`src/rtl/obstacle_spawner.sv`:
```
// Obstacle pacing for the dino game: draws one random value per obstacle, counts the
// resulting gap down on frame ticks, then offers the obstacle. Macro OBSTACLE_BIRD_EN enables birds.
module obstacle_spawner #(
    parameter int unsigned MIN_GAP     = 40,
    parameter int unsigned FLOOR_GAP   = 16,
    parameter logic [5:0]  GAP_MASK    = 6'h3F,
    parameter int unsigned STEP_SPAWNS = 8
) (
    input  logic        clk,
    input  logic        rst_n,
    input  logic        clr_i,
    input  logic        run_i,
    input  logic        tick_i,
    input  logic [7:0]  rnd_i,
    output logic        rnd_en_o,
    output logic        spawn_valid_o,
    input  logic        spawn_ready_i,
    output logic [1:0]  spawn_type_o,
    output logic [7:0]  cur_min_gap_o,
    output logic [15:0] spawn_count_o
);

    localparam logic [2:0] S_IDLE  = 3'd0;
    localparam logic [2:0] S_ARM   = 3'd1;
    localparam logic [2:0] S_LATCH = 3'd2;
    localparam logic [2:0] S_WAIT  = 3'd3;
    localparam logic [2:0] S_OFFER = 3'd4;

`ifdef OBSTACLE_BIRD_EN
    localparam int TW = 2;
`else
    localparam int TW = 1;
`endif

    logic [2:0]    state_q, state_d;
    logic [8:0]    cnt_q, cnt_d;
    logic [TW-1:0] type_q, type_d;
    logic [7:0]    gap_q, gap_d;
    logic [7:0]    step_q, step_d;
    logic [15:0]   count_q, count_d;
    logic          rnd_en_q;
    logic          valid_q;
    logic          xfer_s;

    function automatic logic [TW-1:0] decode_type(input logic [1:0] r);
`ifdef OBSTACLE_BIRD_EN
        case (r)
            2'b10:   decode_type = 2'd1;
            2'b11:   decode_type = 2'd2;
            default: decode_type = 2'd0;
        endcase
`else
        case (r)
            2'b10, 2'b11: decode_type = 1'b1;
            default:      decode_type = 1'b0;
        endcase
`endif
    endfunction

    assign xfer_s = valid_q & spawn_ready_i;

    // Next-state logic; clr beats run, and run=0 beats a simultaneous transfer.
    always_comb begin
        state_d = state_q;
        cnt_d   = cnt_q;
        type_d  = type_q;
        gap_d   = gap_q;
        step_d  = step_q;
        count_d = count_q;
        if (clr_i) begin
            state_d = S_IDLE;
            gap_d   = 8'(MIN_GAP);
            step_d  = 8'd0;
            count_d = 16'd0;
        end else if (!run_i) begin
            state_d = S_IDLE;
        end else begin
            case (state_q)
                S_IDLE:  state_d = S_ARM;
                S_ARM:   state_d = S_LATCH;
                S_LATCH: begin
                    type_d  = decode_type(rnd_i[7:6]);
                    cnt_d   = {1'b0, gap_q} + {3'b000, rnd_i[5:0] & GAP_MASK};
                    state_d = S_WAIT;
                end
                S_WAIT: begin
                    if (tick_i) begin
                        if (cnt_q <= 9'd1) begin
                            state_d = S_OFFER;
                        end else begin
                            cnt_d = cnt_q - 9'd1;
                        end
                    end else begin
                        cnt_d = cnt_q;
                    end
                end
                S_OFFER: begin
                    if (xfer_s) begin
                        count_d = count_q + 16'd1;
                        state_d = S_ARM;
                        if (step_q + 8'd1 == 8'(STEP_SPAWNS)) begin
                            step_d = 8'd0;
                            if (gap_q > 8'(FLOOR_GAP)) begin
                                gap_d = gap_q - 8'd1;
                            end else begin
                                gap_d = 8'(FLOOR_GAP);
                            end
                        end else begin
                            step_d = step_q + 8'd1;
                        end
                    end else begin
                        state_d = S_OFFER;
                    end
                end
                default: state_d = S_IDLE;
            endcase
        end
    end

    // State and registered strobes, decoded from the next state so they line up with it.
    always_ff @(posedge clk) begin
        if (!rst_n) begin
            state_q  <= S_IDLE;
            cnt_q    <= 9'd0;
            type_q   <= '0;
            gap_q    <= 8'(MIN_GAP);
            step_q   <= 8'd0;
            count_q  <= 16'd0;
            rnd_en_q <= 1'b0;
            valid_q  <= 1'b0;
        end else begin
            state_q  <= state_d;
            cnt_q    <= cnt_d;
            type_q   <= type_d;
            gap_q    <= gap_d;
            step_q   <= step_d;
            count_q  <= count_d;
            rnd_en_q <= (state_d == S_ARM);
            valid_q  <= (state_d == S_OFFER);
        end
    end

    assign rnd_en_o      = rnd_en_q;
    assign spawn_valid_o = valid_q;
    assign cur_min_gap_o = gap_q;
    assign spawn_count_o = count_q;
`ifdef OBSTACLE_BIRD_EN
    assign spawn_type_o  = type_q;
`else
    assign spawn_type_o  = {1'b0, type_q};
`endif

endmodule

```
`config.mk`:
```
export PLATFORM = sky130hd
export DESIGN_NAME = obstacle_spawner
export DESIGN_NICKNAME = d
export VERILOG_FILES = /design/src/rtl/obstacle_spawner.sv
export SDC_FILE = /design/constraint.sdc
export NUM_CORES = 1
export LEC_CHECK = 0
export BUFFER_PORTS_ARGS = -buffer_cell sky130_fd_sc_hd__buf_2
export CORE_ASPECT_RATIO = 2
export CORE_MARGIN = 5
export CORE_UTILIZATION = 55
export DETAILED_ROUTE_END_ITERATION = 8
export GPL_ROUTABILITY_DRIVEN = 0
export GPL_TIMING_DRIVEN = 0
export PLACE_DENSITY = 0.77
export SLEW_MARGIN = 20
export SYNTH_ARGS = -nofsm -noshare
export SYNTH_HDL_FRONTEND = slang
export SYNTH_SLANG_ARGS = --single-unit
```
`constraint.sdc`:
```
create_clock -name clk -period 2.7 [get_ports clk]
set_clock_uncertainty 0.05 [all_clocks]
set_input_delay 0.27 -clock clk [delete_from_list [all_inputs] [get_ports clk]]
set_output_delay 0.27 -clock clk [all_outputs]
set_load 0.02 [all_outputs]
```
==> summary.md, run 1 <==
| Metric | Value |
|---|---|
| Largest net degree at the start of global routing | 16 |
| Routed vias | 2721 |
| CTS buffer count | 5 |
| Final WL | 6990 µm |
| Post-CTS Repair Setup Buffers | 0 |
| Leading area contributor after synthesis | dfxtp_1 |
| Top area cells in the synthesized netlist | dfxtp_1, ha_1, nor2_1 |
| Clk sinks | 47 |
| Post-Syn Area | 0.00279 mm² |
| Fin Setup TNS | 0 ns |
| Syn nets | 375 |
| Area Overhead vs Synth | 13.0% |
| Mean Syn Cell Area | 8.01 µm² |
| Vias in the first global route | 2639 |
| GR Util met2 | 39.6% |
| Seq pwr share | 56.4% |
| Met3 Use GR | 3.85% |
| Grt total ovfl | 0 |
| Final setup viols | 0 |
| DR iter-0 viols | 119 |
| Clock buffer depth | 2 |
| CP Capture Type | flop |
| Minimum clock period | 2.26 ns |
| Unrepaired setup endpoints after global routing | false |
| Clk slew on worst S/H paths | 0.10 ns |
| Fin nets | 421 |
| Worst skew pair latency | 0.31 ns |
| Die Area | 0.00668 mm² |
| Count leader, synth | dfxtp_1 |
| Mean routed wirelength per cell | 15.5 µm |
| Fraction of registers with async set/reset | 0% |
| Clk root buf | clkbuf_8 |
| Top FF cell, synth | dfxtp_1 |
| Setup crit start kind | flop |
| Fin. Hold Viols | 0 |
| Post-Place Worst Slack | 0.482 ns |
| Vias/cell | 6.02 |
| Tcrit/Tclk final | 83.5% |
| Setup CP Type | flop to flop |
| Worst min path class | input pin to flop |
| Max frequency | 443 MHz |
| CTS tree | built |
| Net Sw Frac | 24.3% |
| Max_cap viols | 0 |
| Internal | 0.000934 W |
| Design area | 0.00315 mm² |
| Yosys top cell area share | 33.8% |
| Combinational share of power | 6.1% |
| Synth cell count leaders | dfxtp_1, nor2_1, nand2_1 |
| Post-CTS Hold Fix Bufs | 0 |
| EDFF count, synth | 0 |
| Status | finished clean |
| DRC | 0 |
| Slew @ Worst Pin | 0.882 ns |
| Global Route Usage Sum | 22.2% |
| Slew HR | 40.7% |
| H-tree Lvls | 2 |
| Met1 Resource Use GR | 24.9% |
| Area post-placement | 0.00305 mm² |
| Yosys reg bits | 47 |
| Final Max Tran Viols | 0 |
| First-pass GRT wire length | 11900 µm |
| Core Region | 0.00491 mm² |
| Antenna violations before repair | 0 |
| Critical Path RT | 2.91 ns |
| Number of inserted diodes | 0 |
| Switch Pwr | 0.000299 W |
| Post-Synthesis Cells | 348 |
| First drt pass iteration count | 4 |
| Pwr Density | 391 mW/mm² |
| Die width | 60.3 µm |
| Gr busiest metal | met2 |
| Worst EP arrival | 2.47 ns |
| Leakage power | 1.19 nW |
| IR drop worst, VDD | 434 µV |
| Routed Antenna Nets | 0 |
| Die Y | 111 µm |
| Ports | 42 |
| Synth cell types | 60 |
| Final worst slack | 0.445 ns |
| Share of layout cells above drive strength 1 | 15.9% |
| CTS resizes | 0 |
| Crit Path Max Fanout | 5 |
| Final HPWL DP | 5320 µm |
| FILL cells | 449 |
| # rows | 36 |
| I/O Buffers | 39 |
| Synthesis Warnings | 0 |
| Clk pwr share | 37.5% |
| Total power | 0.00123 W |
| Initial Util | 56.8% |
| Seq/Total Area, Yosys | 33.8% |
power groups by stage:
stage / Clock, W / Sequential (W) / Combinational [W]
4_1_cts: 0.000472 / 0.000696 / 0.0000755
3_3_place_gp: 0 / 0.000712 / 0.0000737
5_1_grt: 0.000498 / 0.000696 / 0.0000836
3_5_place_dp: 0 / 0.000712 / 0.0000749
2_1_floorplan: 0 / 0.000712 / 0.0000469
6_report: 0.000462 / 0.000696 / 0.0000757
state kept, by name, summed over array words and instances, names as in the netlist:
register and count:
spawn_valid_o 1, step_q 8, type_q 1, state_q 3
cnt_q 9, cur_min_gap_o 8, spawn_count_o 16, rnd_en_o 1
metrics by stage:
step	hold slack, ns	std cells	util (%)
2_1_floorplan	0.358	348	-
3_3_place_gp	0.422	444	62.2
3_5_place_dp	0.427	444	62.2
4_1_cts	0.177	452	64.2
5_1_grt	0.175	452	64.2
6_report	0.173	452	64.2
area by class of cell:
type | count | area (µm²) | share of cell area, %
inverter | 12 | 45.0 | 1.43
buffer | 14 | 78.8 | 2.50
timing repair buffer | 39 | 195 | 6.20
sequential | 47 | 941 | 29.9
multi-input combinational | 275 | 1720 | 54.7
clock buffer | 6 | 82.6 | 2.62
tap | 57 | 71.3 | 2.26
clock inverter | 2 | 13.8 | 0.437
worst max-delay path, cell delays in order, from the launching register on:
cell       delay [ns]
dfxtp_1          0.44
ha_1             0.25
inv_1            0.07
fa_1             0.39
nor2b_1          0.17
o31a_1           0.20
o2111ai_1        0.13
a21oi_1          0.27
o221a_2          0.23
cells in the final DEF, fill, tap and decap left out, types with 7 or more instances in the layout:
master,count
nor3_1,15
xor2_1,11
clkbuf_1,9
nand4_1,9
a21oi_1,27
xnor2_1,12
inv_1,12
nor2_1,40
dfxtp_1,47
ha_1,12
buf_2,40
or3_1,7
nand3_1,12
o21ai_0,15
clkbuf_8,7
nand2_1,36
worst paths after layout:
path / start / end / slack, ns / depth (start not counted)
setup / recovery: cur_min_gap_o[0] / cnt_q[8] / 0.44 / 8
hold / removal: rnd_i[7] / type_q / 0.17 / 3
hold reg to reg: type_q / type_q / 0.44 / 2
setup reg to reg: cur_min_gap_o[0] / cnt_q[8] / 0.44 / 8
per-layer routing:
| metal | vias up | share of wire (%) |
|---|---|---|
| li1 | 1353 | - |
| met5 | - | 0 |
| met3 | 16 | 4.0 |
| met2 | 68 | 55 |
| met4 | 0 | 2.6 |
| met1 | 1284 | 39 |
cells by family (layout without fill, tap and decap cells):
family          count (synthesis)  after routing  share of synthesized area (%)
fa+ha+maj                      13             13                           6.10
xor+xnor                       23             23                           7.23
other cells                     1              1                          0.135
mux                             3              3                           1.26
simple gates                  153            153                           27.8
buf+inv                        26             73                           4.44
compound gates                 82             82                           19.3
flops                          47             47                           33.8
Power figures use the tool's default switching activity.
==> run 2: changes to the inputs <==
- ABC_AREA: default -> 1
- clock period: 2.7 -> 2.3 ns (I/O delays scaled with it)
==> summary.md, run 2 <==
| Metric | Value |
|---|---|
| Status | finished clean |
| Leakage power | 1.45 nW (+22%) |
| Largest net degree at the start of global routing | 15 (-1) |
| Vias in the first global route | 3035 (+15%) |
| Worst R2R Setup Slack | 0.23 ns (-0.21 ns) |
| CTS resizes | 0 (unchanged) |
| Clk root buf | clkbuf_8 |
| Minimum clock period | 2.07 ns (-0.186 ns) |
| CP startpoint | step_q[0] |
| Max reg flops | 16 (unchanged) |
| Yosys reg bits | 47 (unchanged) |
| Fraction of registers with async set/reset | 0% (unchanged) |
| Routed Antenna Nets | 0 (unchanged) |
| Vias/cell | 5.54 (-8.1%) |
| Area post-placement | 0.00320 mm² (+4.8%) |
| Util after Layout | 63.6% (-0.58 points) |
| Die Y | 113 µm (+2.4%) |
| Setup CP Type | flop to flop |
| Initial Util | 56.6% (-0.19 points) |
| CP Capture Type | flop |
| Top area cells in the synthesized netlist | dfxtp_1, nand2_1, inv_1 |
| Post-Synthesis Cells | 448 (+29%) |
| Worst min path class | input pin to flop |
| Most frequent cells in the layout | nand2_1, inv_1, nor2_1 |
| Slew @ Worst Pin | 0.624 ns (-0.258 ns) |
| Core Region | 0.00518 mm² (+5.6%) |
| I/O Buffers | 39 (unchanged) |
| Pwr Density | 439 mW/mm² (+12%) |
| Synthesis Warnings | 0 (unchanged) |
| Grt total ovfl | 0 (unchanged) |
| Share of layout cells above drive strength 1 | 14.7% (-1.2 points) |
| EDFF count, synth | 0 (unchanged) |
| Syn nets | 475 (+27%) |
| Ports | 42 (unchanged) |
| DRC | 0 (unchanged) |
| Global Route Usage Sum | 23.8% (+1.6 points) |
| Post-Syn Area | 0.00293 mm² (+5.3%) |
| Mean Syn Cell Area | 6.55 µm² (-18%) |
| Final Max Tran Viols | 0 (unchanged) |
| # rows | 37 (+2.8%) |
| Slowest CP cell | dfxtp_1 |
| Critical Path RT | 2.43 ns (-0.48 ns) |
| Max frequency | 483 MHz (+9.0%) |
| Setup crit start kind | flop |
| Slew HR | 58.4% (+18 points) |
| Clock buffer depth | 2 (unchanged) |
| Top FF cell, synth | dfxtp_1 |
| Clk sinks | 47 (unchanged) |
| Number of inserted diodes | 0 (unchanged) |
| Count leader, synth | nand2_1 |
| Crit path cell chain | ha_1 -> nand3_1 -> nor2_1 -> nand2_1 -> nand2_1 -> nand3_1 -> nor2_4 -> nand3_1 -> nand2_1 -> a21oi_1 |
| Post-CTS Repair Setup Buffers | 0 (unchanged) |
| Worst skew pair latency | 0.32 ns (about the same) |
| First drt pass iteration count | 4 (unchanged) |
| Reg2reg start | step_q[0] |
| Die Area | 0.00698 mm² (+4.6%) |
| CTS tree | built |
| Final HPWL DP | 5940 µm (+12%) |
| Max_cap viols | 0 (unchanged) |
| Post-CTS Hold Fix Bufs | 0 (unchanged) |
| Yosys top cell area share | 32.1% (-1.7 points) |
| Crit path largest cell delay | 0.43 ns (about the same) |
| Synth cell types | 38 (-37%) |
| IR drop worst, VDD | 518 µV (+19%) |
| Final WL | 7560 µm (+8.1%) |
| DR iter-0 viols | 219 (+84%) |
| Design area | 0.00330 mm² (+4.6%) |
| Fin nets | 521 (+24%) |
| First-pass GRT wire length | 12900 µm (+8.8%) |
| Hold slack | 0.123 ns (-0.0505 ns) |
| Synth cell count leaders | nand2_1, inv_1, nor2_1 |
| Unrepaired setup endpoints after global routing | false |
| Fin. Hold Viols | 0 (unchanged) |
| Worst setup endpoint | cur_min_gap_o[7] |
| Crit Path Max Fanout | 6 (+1) |
| Area Overhead vs Synth | 12.4% |
| Seq/Total Area, Yosys | 32.1% (-1.7 points) |
| H-tree Lvls | 2 (unchanged) |
| Commonest non-fill, non-tap cell in the layout | nand2_1 |
| Tcrit/Tclk final | 89.9% (+6.4 points) |
| Final setup viols | 0 (unchanged) |
| Antenna violations before repair | 0 (unchanged) |
| Fin Setup TNS | 0 ns (unchanged) |
| Reg2reg end | cur_min_gap_o[7] |
| CTS buffer count | 5 (unchanged) |
| Die width | 61.6 µm (+2.2%) |
| Routed vias | 3061 (+12%) |
| Mean routed wirelength per cell | 13.7 µm (-12%) |
| Worst EP arrival | 2.20 ns (-0.27 ns) |
| Leading area contributor after synthesis | dfxtp_1 |
| Reg2reg path depth | 10 (+2) |
| Clk slew on worst S/H paths | 0.09 ns (about the same) |
-- run 2: cell count changes after synthesis, sizes merged, moves of 7 or more --
cell,previous run,this run
xnor2,12,4
o21ai,15,37
nand3,13,33
nor2,40,59
a21oi,27,37
xor2,11,4
inv,12,64
nand2,36,97
or3,7,0
nand4,9,17
-- run 2: stage by stage --
step                      std cells  setup WS (ns)  power (W)
after global placement          545          0.337   0.000917
after CTS                       553          0.248    0.00146
final                           553          0.231    0.00145
after global routing            553         0.0147    0.00150
after detailed placement        545          0.287   0.000919
after floorplan                 448          0.536   0.000887
-- run 2: area by class of cell --
cell class	instances	area, µm²
Clock inverter	1	8.76
Buffer	9	45.0
Clock buffer	7	86.3
Inverter	65	245
Multi-Input combinational cell	327	1700
Sequential cell	47	941
Tap cell	58	72.6
Timing Repair Buffer	39	195
Fill cell	515	1890
-- run 2: logic make-up after synthesis --
| logic type | share of synthesized area [%] |
|---|---|
| adder cells (fa/ha/maj) | 5.80 |
| flip-flops | 32.1 |
| other | 0.128 |
| AO/OA/AOI/OAI | 14.8 |
| XOR/XNOR | 2.39 |
| buffers and inverters | 9.89 |
| AND/OR/NAND/NOR | 35.0 |
-- run 2: report_power, final --
part	internal, W	switching [W]	leakage [nW]
Combinational	0.0000294	0.0000536	1.02
Clock	0.000247	0.000301	0.0484
Sequential	0.000815	0.00000225	0.379
-- run 2: how the worst min path moves through the flow --
stage / to / cells past startpoint / slack (ns) / startpoint
2_1_floorplan: type_q / 2 / 0.32 / rst_n
3_3_place_gp: spawn_count_o[4] / 2 / 0.40 / spawn_count_o[4]
3_5_place_dp: cnt_q[5] / 2 / 0.41 / cnt_q[5]
4_1_cts: type_q / 3 / 0.11 / rnd_i[7]
5_1_grt: type_q / 3 / 0.17 / rnd_i[7]
6_report: type_q / 3 / 0.12 / rnd_i[7]
-- run 2: per-layer routing --
metal	wire [µm]	vias up	GRT usage, %
li1	-	1558	-
met1	2630	1425	22.5
met2	4480	59	45.4
met3	225	19	4.34
met4	223	0	10.8
met5	0	-	0
-- run 2: worst max-delay path: cells and delay by family (launching register included) --
family | cells | cell delay (ns)
DFF | 1 | 0.43
adders and majority gates | 1 | 0.25
AOI/OAI and AO/OA | 1 | 0.06
and+or+nand+nor | 8 | 1.15
